<file path="src/rtl/rf_pkg.sv">
// Shared constants and the write/issue index decoder for the 2-read/1-write
// register file with busy scoreboard.
package rf_pkg;

    localparam int RF_DATA_W     = 16;
    localparam int RF_ADDR_W     = 3;

    // The decoder is sized for the widest supported index; callers zero-extend
    // their index and keep only the low 2**ADDR_W bits of the result.
    localparam int RF_MAX_ADDR_W = 8;
    localparam int RF_MAX_NREGS  = 2 ** RF_MAX_ADDR_W;

    // Binary index to one-hot select vector.
    function automatic logic [RF_MAX_NREGS-1:0] onehot_dec(input logic [RF_MAX_ADDR_W-1:0] idx);
        logic [RF_MAX_NREGS-1:0] dec;
        dec      = '0;
        dec[idx] = 1'b1;
        return dec;
    endfunction

endpackage

</file>
<file path="src/rtl/rf_read_port.sv">
// One combinational read port: binary-index mux over the register array plus
// the busy lookup, with optional same-cycle forwarding of the write port.
module rf_read_port #(
    parameter int DATA_W = 16,
    parameter int ADDR_W = 3,
    parameter int BYPASS = 1
) (
    input  logic [(DATA_W << ADDR_W)-1:0] regs_flat,
    input  logic [(1 << ADDR_W)-1:0]      busy_vec,
    input  logic [ADDR_W-1:0]             readnum,
    input  logic                          write,
    input  logic [ADDR_W-1:0]             writenum,
    input  logic [DATA_W-1:0]             data_in,
    input  logic                          issue,
    input  logic [ADDR_W-1:0]             issuenum,
    output logic [DATA_W-1:0]             data_out,
    output logic                          busy
);

    localparam int NREGS = 1 << ADDR_W;

    logic [DATA_W-1:0] regs [NREGS];
    logic              hit;
    logic              new_producer;

    // Unpack the flattened register bus so the read can be a plain index.
    for (genvar g = 0; g < NREGS; g++) begin : g_unpack
        assign regs[g] = regs_flat[g*DATA_W +: DATA_W];
    end

    // Read mux with write forwarding; a forwarded register is only reported
    // free when the same edge does not also hand it to a new producer.
    always_comb begin
        hit          = (BYPASS != 0) && write && (writenum == readnum);
        new_producer = issue && (issuenum == writenum);
        data_out     = hit ? data_in : regs[readnum];
        busy         = busy_vec[readnum] & ~(hit & ~new_producer);
    end

endmodule

</file>
<file path="src/rtl/regfile_2r1w_sb.sv">
// Register bank with one write port, two independent read ports (ALU operand
// A and B) and a per-register busy scoreboard for results still in flight.
module regfile_2r1w_sb
    import rf_pkg::*;
#(
    parameter int DATA_W = RF_DATA_W,
    parameter int ADDR_W = RF_ADDR_W,
    parameter int BYPASS = 1
) (
    input  logic                     clk,
    input  logic                     rst_n,
    input  logic                     write,
    input  logic [ADDR_W-1:0]        writenum,
    input  logic [DATA_W-1:0]        data_in,
    input  logic [ADDR_W-1:0]        readnum_a,
    input  logic [ADDR_W-1:0]        readnum_b,
    output logic [DATA_W-1:0]        data_out_a,
    output logic [DATA_W-1:0]        data_out_b,
    input  logic                     issue,
    input  logic [ADDR_W-1:0]        issuenum,
    output logic                     busy_a,
    output logic                     busy_b,
    output logic [(1 << ADDR_W)-1:0] busy_vec
);

    localparam int NREGS = 1 << ADDR_W;

    logic [DATA_W-1:0]        regs_q [NREGS];
    logic [DATA_W-1:0]        regs_d [NREGS];
    logic [NREGS-1:0]         busy_q;
    logic [NREGS-1:0]         busy_d;

    logic [RF_MAX_NREGS-1:0]  wr_dec_full;
    logic [RF_MAX_NREGS-1:0]  is_dec_full;
    logic [NREGS-1:0]         wr_dec;
    logic [NREGS-1:0]         is_dec;
    logic [NREGS-1:0]         load;
    logic [NREGS*DATA_W-1:0]  regs_flat;

    assign wr_dec_full = onehot_dec(RF_MAX_ADDR_W'(writenum));
    assign is_dec_full = onehot_dec(RF_MAX_ADDR_W'(issuenum));
    assign wr_dec      = wr_dec_full[NREGS-1:0];
    assign is_dec      = is_dec_full[NREGS-1:0];
    assign load        = {NREGS{write}} & wr_dec;

    // Decoder bits above the implemented register count are never used.
    if (NREGS < RF_MAX_NREGS) begin : g_dec_tail
        logic unused_dec_tail;
        assign unused_dec_tail = ^{wr_dec_full[RF_MAX_NREGS-1:NREGS],
                                   is_dec_full[RF_MAX_NREGS-1:NREGS]};
    end

    // Next register contents: only the selected register loads data_in.
    always_comb begin
        for (int i = 0; i < NREGS; i++) begin
            regs_d[i] = load[i] ? data_in : regs_q[i];
        end
    end

    // Next scoreboard: write retires a producer, issue starts one; issue is
    // applied last so a same-index collision leaves the register busy.
    always_comb begin
        busy_d = (busy_q & ~load) | ({NREGS{issue}} & is_dec);
    end

    // Register array and scoreboard state, cleared asynchronously.
    always_ff @(posedge clk or negedge rst_n) begin
        if (!rst_n) begin
            for (int i = 0; i < NREGS; i++) begin
                regs_q[i] <= '0;
            end
            busy_q <= '0;
        end else begin
            regs_q <= regs_d;
            busy_q <= busy_d;
        end
    end

    for (genvar g = 0; g < NREGS; g++) begin : g_flat
        assign regs_flat[g*DATA_W +: DATA_W] = regs_q[g];
    end

    assign busy_vec = busy_q;

    rf_read_port #(
        .DATA_W (DATA_W),
        .ADDR_W (ADDR_W),
        .BYPASS (BYPASS)
    ) u_port_a (
        .regs_flat (regs_flat),
        .busy_vec  (busy_q),
        .readnum   (readnum_a),
        .write     (write),
        .writenum  (writenum),
        .data_in   (data_in),
        .issue     (issue),
        .issuenum  (issuenum),
        .data_out  (data_out_a),
        .busy      (busy_a)
    );

    rf_read_port #(
        .DATA_W (DATA_W),
        .ADDR_W (ADDR_W),
        .BYPASS (BYPASS)
    ) u_port_b (
        .regs_flat (regs_flat),
        .busy_vec  (busy_q),
        .readnum   (readnum_b),
        .write     (write),
        .writenum  (writenum),
        .data_in   (data_in),
        .issue     (issue),
        .issuenum  (issuenum),
        .data_out  (data_out_b),
        .busy      (busy_b)
    );

endmodule

</file>
<file path="config.mk">
export PLATFORM = sky130hd
export DESIGN_NAME = regfile_2r1w_sb
export DESIGN_NICKNAME = d
export VERILOG_FILES = /design/src/rtl/rf_pkg.sv /design/src/rtl/rf_read_port.sv /design/src/rtl/regfile_2r1w_sb.sv
export SDC_FILE = /design/constraint.sdc
export NUM_CORES = 1
export LEC_CHECK = 0
export CAP_MARGIN = 25
export CORE_MARGIN = 2
export CORE_UTILIZATION = 53
export CTS_CLUSTER_DIAMETER = 80
export CTS_CLUSTER_SIZE = 25
export DETAILED_ROUTE_END_ITERATION = 8
export PLACE_DENSITY = 0.86
export REMOVE_ABC_BUFFERS = 1
export SLEW_MARGIN = 10
export SYNTH_ARGS = -nofsm -noshare
export SYNTH_HDL_FRONTEND = slang
export SYNTH_SLANG_ARGS = --single-unit
</file>
<file path="constraint.sdc">
create_clock -name clk -period 3.2 [get_ports clk]
set_clock_uncertainty 0.05 [all_clocks]
set_input_delay 0.96 -clock clk [delete_from_list [all_inputs] [get_ports clk]]
set_output_delay 0.96 -clock clk [all_outputs]
set_load 0.02 [all_outputs]
</file>
# Word level (Yosys, flattened, before mapping)
# Cells that the tools add are included.
# totals
reg_bits	136
latchBits	0
ram_bits	0
mem_bits_ro	0
input_bits	32
output_inout_bits	42
wordCells	55
memories	0
# op_classes
n_addsub	0
mul	0
div	0
magnitude_cmp	8
n_eq_ne	3
shifts	0
mux	16
bitwise	14
reduce_logical	5
# ops
operator	count
16-bit binary-select mux with 3-bit select	2
16-bit 2-to-1 mux	6
8-bit AND	3
3-bit by 9-bit < comparator with 1-bit output (second input constant)	2
3-bit == test	3
4-bit greater-or-equal comparator (second input constant)	2
3-bit by 4-bit < comparator with 1-bit output (second input constant)	2
3-bit NOT with 4-bit output	2
8-bit NOT	1
8-bit bitwise OR	1
1-bit binary-select mux with 3-bit select	2
1-bit demux with 3-bit select	2
3-bit by 1-bit greater-or-equal comparator with 1-bit output (second input constant)	2
1-bit logical AND	5
1-bit AND	4
1-bit 2-to-1 mux	4
1-bit NOT	3

# Logic depth before layout (Yosys ltp)
# depth
depth_word	8
depth_mapped	6
mapped_depth_nobuf	3

# Hierarchy
# From an unflattened synthesis, not the netlist that was laid out.
# hier_totals
hier_cells	480
hier_area_um2	7933.9
# modules_own_cells
mod	n_inst	cells_per_inst	area_per_inst_um2	seq_area_each_um2
regfile_2r1w_sb	1	306	5218.8	3403.3
rf_read_port	2	87	1357.6	0.0

# Worst setup path after synthesis
# OpenSTA, ideal clock, no wires.
# synth_timing
kind	input to output
from	input port readnum_a[0]
to	output port data_out_a[10]
arrival_ns	2.330
required_ns	2.190
setup_slack_ns	-0.140
path_stages	5
n_path_buf	2
cell_sequence	buf_6 buf_6 mux4_1 mux2_2 mux2_2
# synth_via
elab_chain_cells	5
elab_cells_between_ends	7
cone_classes	eq/ne (1); mux (4); bitwise (1); reduce/logical (1)
# synth_lines
item	line	rtl
start: declaration	regfile_2r1w_sb.sv:15	input logic [ADDR_W-1:0] readnum_a,
3-bit NOT with 4-bit output (not written as such)	rf_read_port.sv:36	data_out = hit ? data_in : regs[readnum];
16-bit binary-select mux with 3-bit select	rf_read_port.sv:36	
16-bit 2-to-1 mux (not written as such) (2 in series)	rf_read_port.sv:36	
16-bit 2-to-1 mux *	rf_read_port.sv:36	
end: declaration	regfile_2r1w_sb.sv:17	output logic [DATA_W-1:0] data_out_a,
# Every way passes the cells marked *; elsewhere a longest branch is shown, timed or not. The select of a mux whose other input is x is not followed.

# Worst setup path in the final report
# layout_timing
from	input port readnum_b[0]
to	output port data_out_b[13]
# layout_via
elab_chain_cells	5
elab_cells_between_ends	7
cone_classes	eq/ne (1); mux (4); bitwise (1); reduce/logical (1)
# layout_lines
item	line	rtl
start: declaration	regfile_2r1w_sb.sv:16	input logic [ADDR_W-1:0] readnum_b,
3-bit NOT with 4-bit output (not written as such)	rf_read_port.sv:36	
16-bit binary-select mux with 3-bit select	rf_read_port.sv:36	
16-bit 2-to-1 mux (not written as such) (2 in series)	rf_read_port.sv:36	
16-bit 2-to-1 mux *	rf_read_port.sv:36	
end: declaration	regfile_2r1w_sb.sv:18	output logic [DATA_W-1:0] data_out_b,
# Marked as above.

==> results.md <==
- Timing would allow up to around 280 MHz.
- The total number of nets in the final design is around 650.
- The ratio of final minimum period to clock period is 110%.
- The most common cell after layout, fill and taps aside is sky130_fd_sc_hd__mux2_2.
- The signal on the critical path passes through buf_12, buf_12, buf_12, mux4_2, mux2_4, mux2_4, buf_6.
- The maximum vdd ir drop is 0.000407 V.
- Across the whole layout, storage elements account for 3400 sq um.
- For this run, design rule violations remaining after detail routing come to 0.
- The worst setup path is launched from an input port.
- The floorplan step defined a die boundary enclosing 16200 sq um.
- The synthesized design contains 136 register bits.
- The number of buffers on the longest clock path is 2.
- In the post-route analysis, the smallest setup slack over all paths is -0.329 ns.
- The count of port buffers added during placement is 73.
- The net switching power is roughly 1.8 mW.
- Once the floorplan was initialized, standard cells occupied 53.5% of the core.
- The completed layout was analyzed and its total power is approximately 6.6 mW.
- In this design, the stage delay of the slowest critical-path cell is ~0.50 ns.
- Clock tree synthesis inserted a total of 17 buffers.
- The detailed router placed approximately 5.4k vias in this run.
- The cell with the largest stage delay on the worst path is sky130_fd_sc_hd__mux4_2.
- The number of detailed-routing iterations run before antenna repair is 5.
- The first global-routing pass estimated 34900 um of wire.
- The number of warnings reported in the yosys synthesis log is 0.
- Counting the fill cells in the layout gives 976.
- Setup repair after global routing could not meet its margin everywhere.
- The area occupied by multi-input gates is 4290 sq um.
- From bottom edge to top edge, the die measures 127 um.
- The clock tree root buffer cell is sky130_fd_sc_hd__clkbuf_16.
- The worst slew margin relative to its limit is 59.1%.
- The run finished, with violations left.
- The clock-pin slew reported for the worst setup and hold paths after clock tree synthesis is about 0.050 ns.
- Detailed placement finished with a half-perimeter wire length of 13100 um.
- The checks that failed: setup timing.
- Entering global routing, the biggest net connects 51 pins.
- The min-delay analysis places its worst path in the category reg -> reg.
- The number of hold buffers added after CTS was 0.
- The power share of the sequential group is between 30% and 40%.
- The repair_antennas step left the layout with diodes totalling 0.
- Counting stages on the worst path, the most repeated cell is sky130_fd_sc_hd__buf_12.
- The layout overhead on the synthesized area is 28.9%.
- The core box area is between 15000 and 20000 sq um.
- The detail-routed via count per cell is roughly 6.6.
- The synthesized netlist contains 23 unique library cells.
- Along the worst path, the maximum fanout reaches 6.
- The number of endpoints with negative hold slack in the final report is 0.
- The routed length per placed instance is 28.0 um.
- The max-slew violation count was 0.
- After synthesis the cells add up to between 8000 and 9000 sq um.
- The congestion estimate from routability-driven global placement came to 0.859.
- The kind of cell with the highest combined delay along the critical path is multiplexers.
- TritonCTS built the clock tree.
- The number of antenna violations at the first check in global routing was 0.
- For this block, the routed nets add up to 22900 um of wire.
- Leaving out fill and tap cells, the most frequent cells in the layout are 143 x sky130_fd_sc_hd__mux2_2, 136 x sky130_fd_sc_hd__dfrtp_1, 60 x sky130_fd_sc_hd__mux4_2, 49 x sky130_fd_sc_hd__mux2_4, 48 x sky130_fd_sc_hd__buf_4.
- The clock network accounts for 31.1% of the total power.
- Data on the critical path arrives at its endpoint at between 2 and 3 ns.
- The remaining number of nets flagged by the antenna check after routing is 0.
- The die boundary width is 127 um.
- The data required time at the worst endpoint is between 2 and 2.5 ns.
- Max-cap violations in this run came to 0.
- After global routing the overflow that remains totals 0.
- Counting I/O delays and the setup requirement, the final critical path takes 3.53 ns.
- The number of DRC violations after detailed-routing iteration 0 is 546.
- Cell internal power was estimated by the tool at 4.77 mW.
- The critical path is of the in -> out type.
- The top-level I/O count is 74.
- The clock net in this run drives a total of 136 sinks.
- Per report_power, the combinational group accounts for 32.0% of the total.
- Sequential cells were found to cover 42.3% of the synthesized design area.
- The source-to-sink clock delay at the later pin of the worst-skew pair is about 0.42 ns.
- The initialized floorplan defines 45 standard-cell rows.
- Setup violations remaining at the end of the flow were counted as 34.
- The power density over cell area is 638 nW/um^2.
- The fraction of power spent switching nets is 27.9%.
- The level count of the clock H-tree is 4.
- The worst setup path is captured at a primary output.
- Together, buffers and inverters on the worst path number 4.
- Each instance of the synthesized netlist takes up on average 16.2 sq um.
- The transition time at the pin with the least slew margin is 0.613 ns.
- Global routing used 29.5% of the available tracks.
- The number of global-route vias before repair was roughly 5.8k.
- Synthesis produced a netlist whose cell count is 495.
- The standby leakage power is about 4.5 nW.
- At the placement stage, the worst setup path has a slack of -0.991 ns.
- The layout cell share with drive strength beyond 1 is 65.7%.
routing by layer:
metal | routed length [um] | vias up | global-route usage (%) | share of wire, %
met5 | 0 | - | 0 | 0
met4 | 627 | 0 | 13.4 | 2.7
met3 | 2020 | 71 | 7.41 | 8.8
met2 | 11600 | 342 | 47.8 | 51
met1 | 8680 | 2846 | 38.1 | 38
li1 | - | 2158 | - | -
what timing repair did:
item | CTS | global route
hold endpoints to repair | 0 | 0
cloned | 8 | 0
setup buffers | 9 | 2
gates resized for setup | 348 | 16
pin swaps | 6 | 5
setup endpoints to repair | 34 | 34
cell families (layout without fill, tap and decap cells):
group	after synthesis	after routing	synth area share, %
XOR/XNOR	9	9	0.981
AND/OR/NAND/NOR	24	24	2.05
buffers and inverters	54	189	4.05
flip-flops	136	136	42.3
AO/OA/AOI/OAI	10	10	0.747
multiplexers	262	262	49.8
registers in the layout (all words and copies together) (netlist names):
| register | count |
|---|---|
| regs_flat | 128 |
| busy_vec | 8 |
cells in the mapped netlist:
cell                         n  area, sq um
sky130_fd_sc_hd__and4_1      2         17.5
sky130_fd_sc_hd__mux2_4     10          150
sky130_fd_sc_hd__o32ai_1     2         17.5
sky130_fd_sc_hd__buf_1      16         60.1
sky130_fd_sc_hd__a21oi_1     2         10.0
sky130_fd_sc_hd__dfrtp_1   136         3400
sky130_fd_sc_hd__o22ai_1     2         12.5
sky130_fd_sc_hd__inv_1       4         15.0
sky130_fd_sc_hd__buf_2      11         55.1
sky130_fd_sc_hd__mux4_1     68         1790
sky130_fd_sc_hd__mux2_2    182         2050
sky130_fd_sc_hd__nand2b_1    4         25.0
sky130_fd_sc_hd__o21ai_0     4         20.0
sky130_fd_sc_hd__xnor2_1     9         78.8
sky130_fd_sc_hd__nand2_1     7         26.3
sky130_fd_sc_hd__nor3_2      2         20.0
sky130_fd_sc_hd__buf_4       5         37.5
sky130_fd_sc_hd__clkbuf_1    6         22.5
sky130_fd_sc_hd__mux2i_1     2         20.0
sky130_fd_sc_hd__nand4b_1    3         26.3
sky130_fd_sc_hd__nand4_1     4         25.0
sky130_fd_sc_hd__buf_6      12          135
sky130_fd_sc_hd__nor3b_2     2         25.0
through the flow:
step,TNS [ns],area (sq um),hold slack (ns),cells,util [%]
floorplan,-1.93,7730,0.435,445,-
global placement,-31.22,9330,0.443,769,62.1
detailed placement,-31.95,9330,0.460,769,62.1
CTS,-8.67,10300,0.477,817,68.5
global route,-10.11,10400,0.501,818,68.9
finish,-9.12,10400,0.474,818,68.9
path summary, 6_finish.rpt:
kind,start,endpoint,slack [ns],cells past startpoint
max in group asynchronous,rst_n,regs_flat[40],1.92,2
min,regs_flat[113],regs_flat[113],0.47,1
max reg2reg,regs_flat[126],regs_flat[126],2.31,1
min reg2reg,regs_flat[113],regs_flat[113],0.47,1
min in group asynchronous,rst_n,regs_flat[96],0.50,1
max,readnum_b[0],data_out_b[13],-0.33,7
power groups by stage:
stage | registers [mW] | logic (mW) | clock network, mW
finish | 2.44 | 2.12 | 2.06
global placement | 2.33 | 1.79 | 0
floorplan | 2.31 | 1.16 | 0
detailed placement | 2.40 | 1.86 | 0
global route | 2.47 | 2.23 | 2.14
CTS | 2.41 | 2.09 | 2.07
area by class of cell:
type | instances | share of cell area (%)
inverter | 4 | 0.145
sequential | 136 | 32.9
clock inverter | 8 | 1.11
timing repair buffer | 153 | 17.3
multi-input combinational | 305 | 41.4
clock buffer | 24 | 4.94
tap | 188 | 2.27
(Power assumes the default switching activity.)
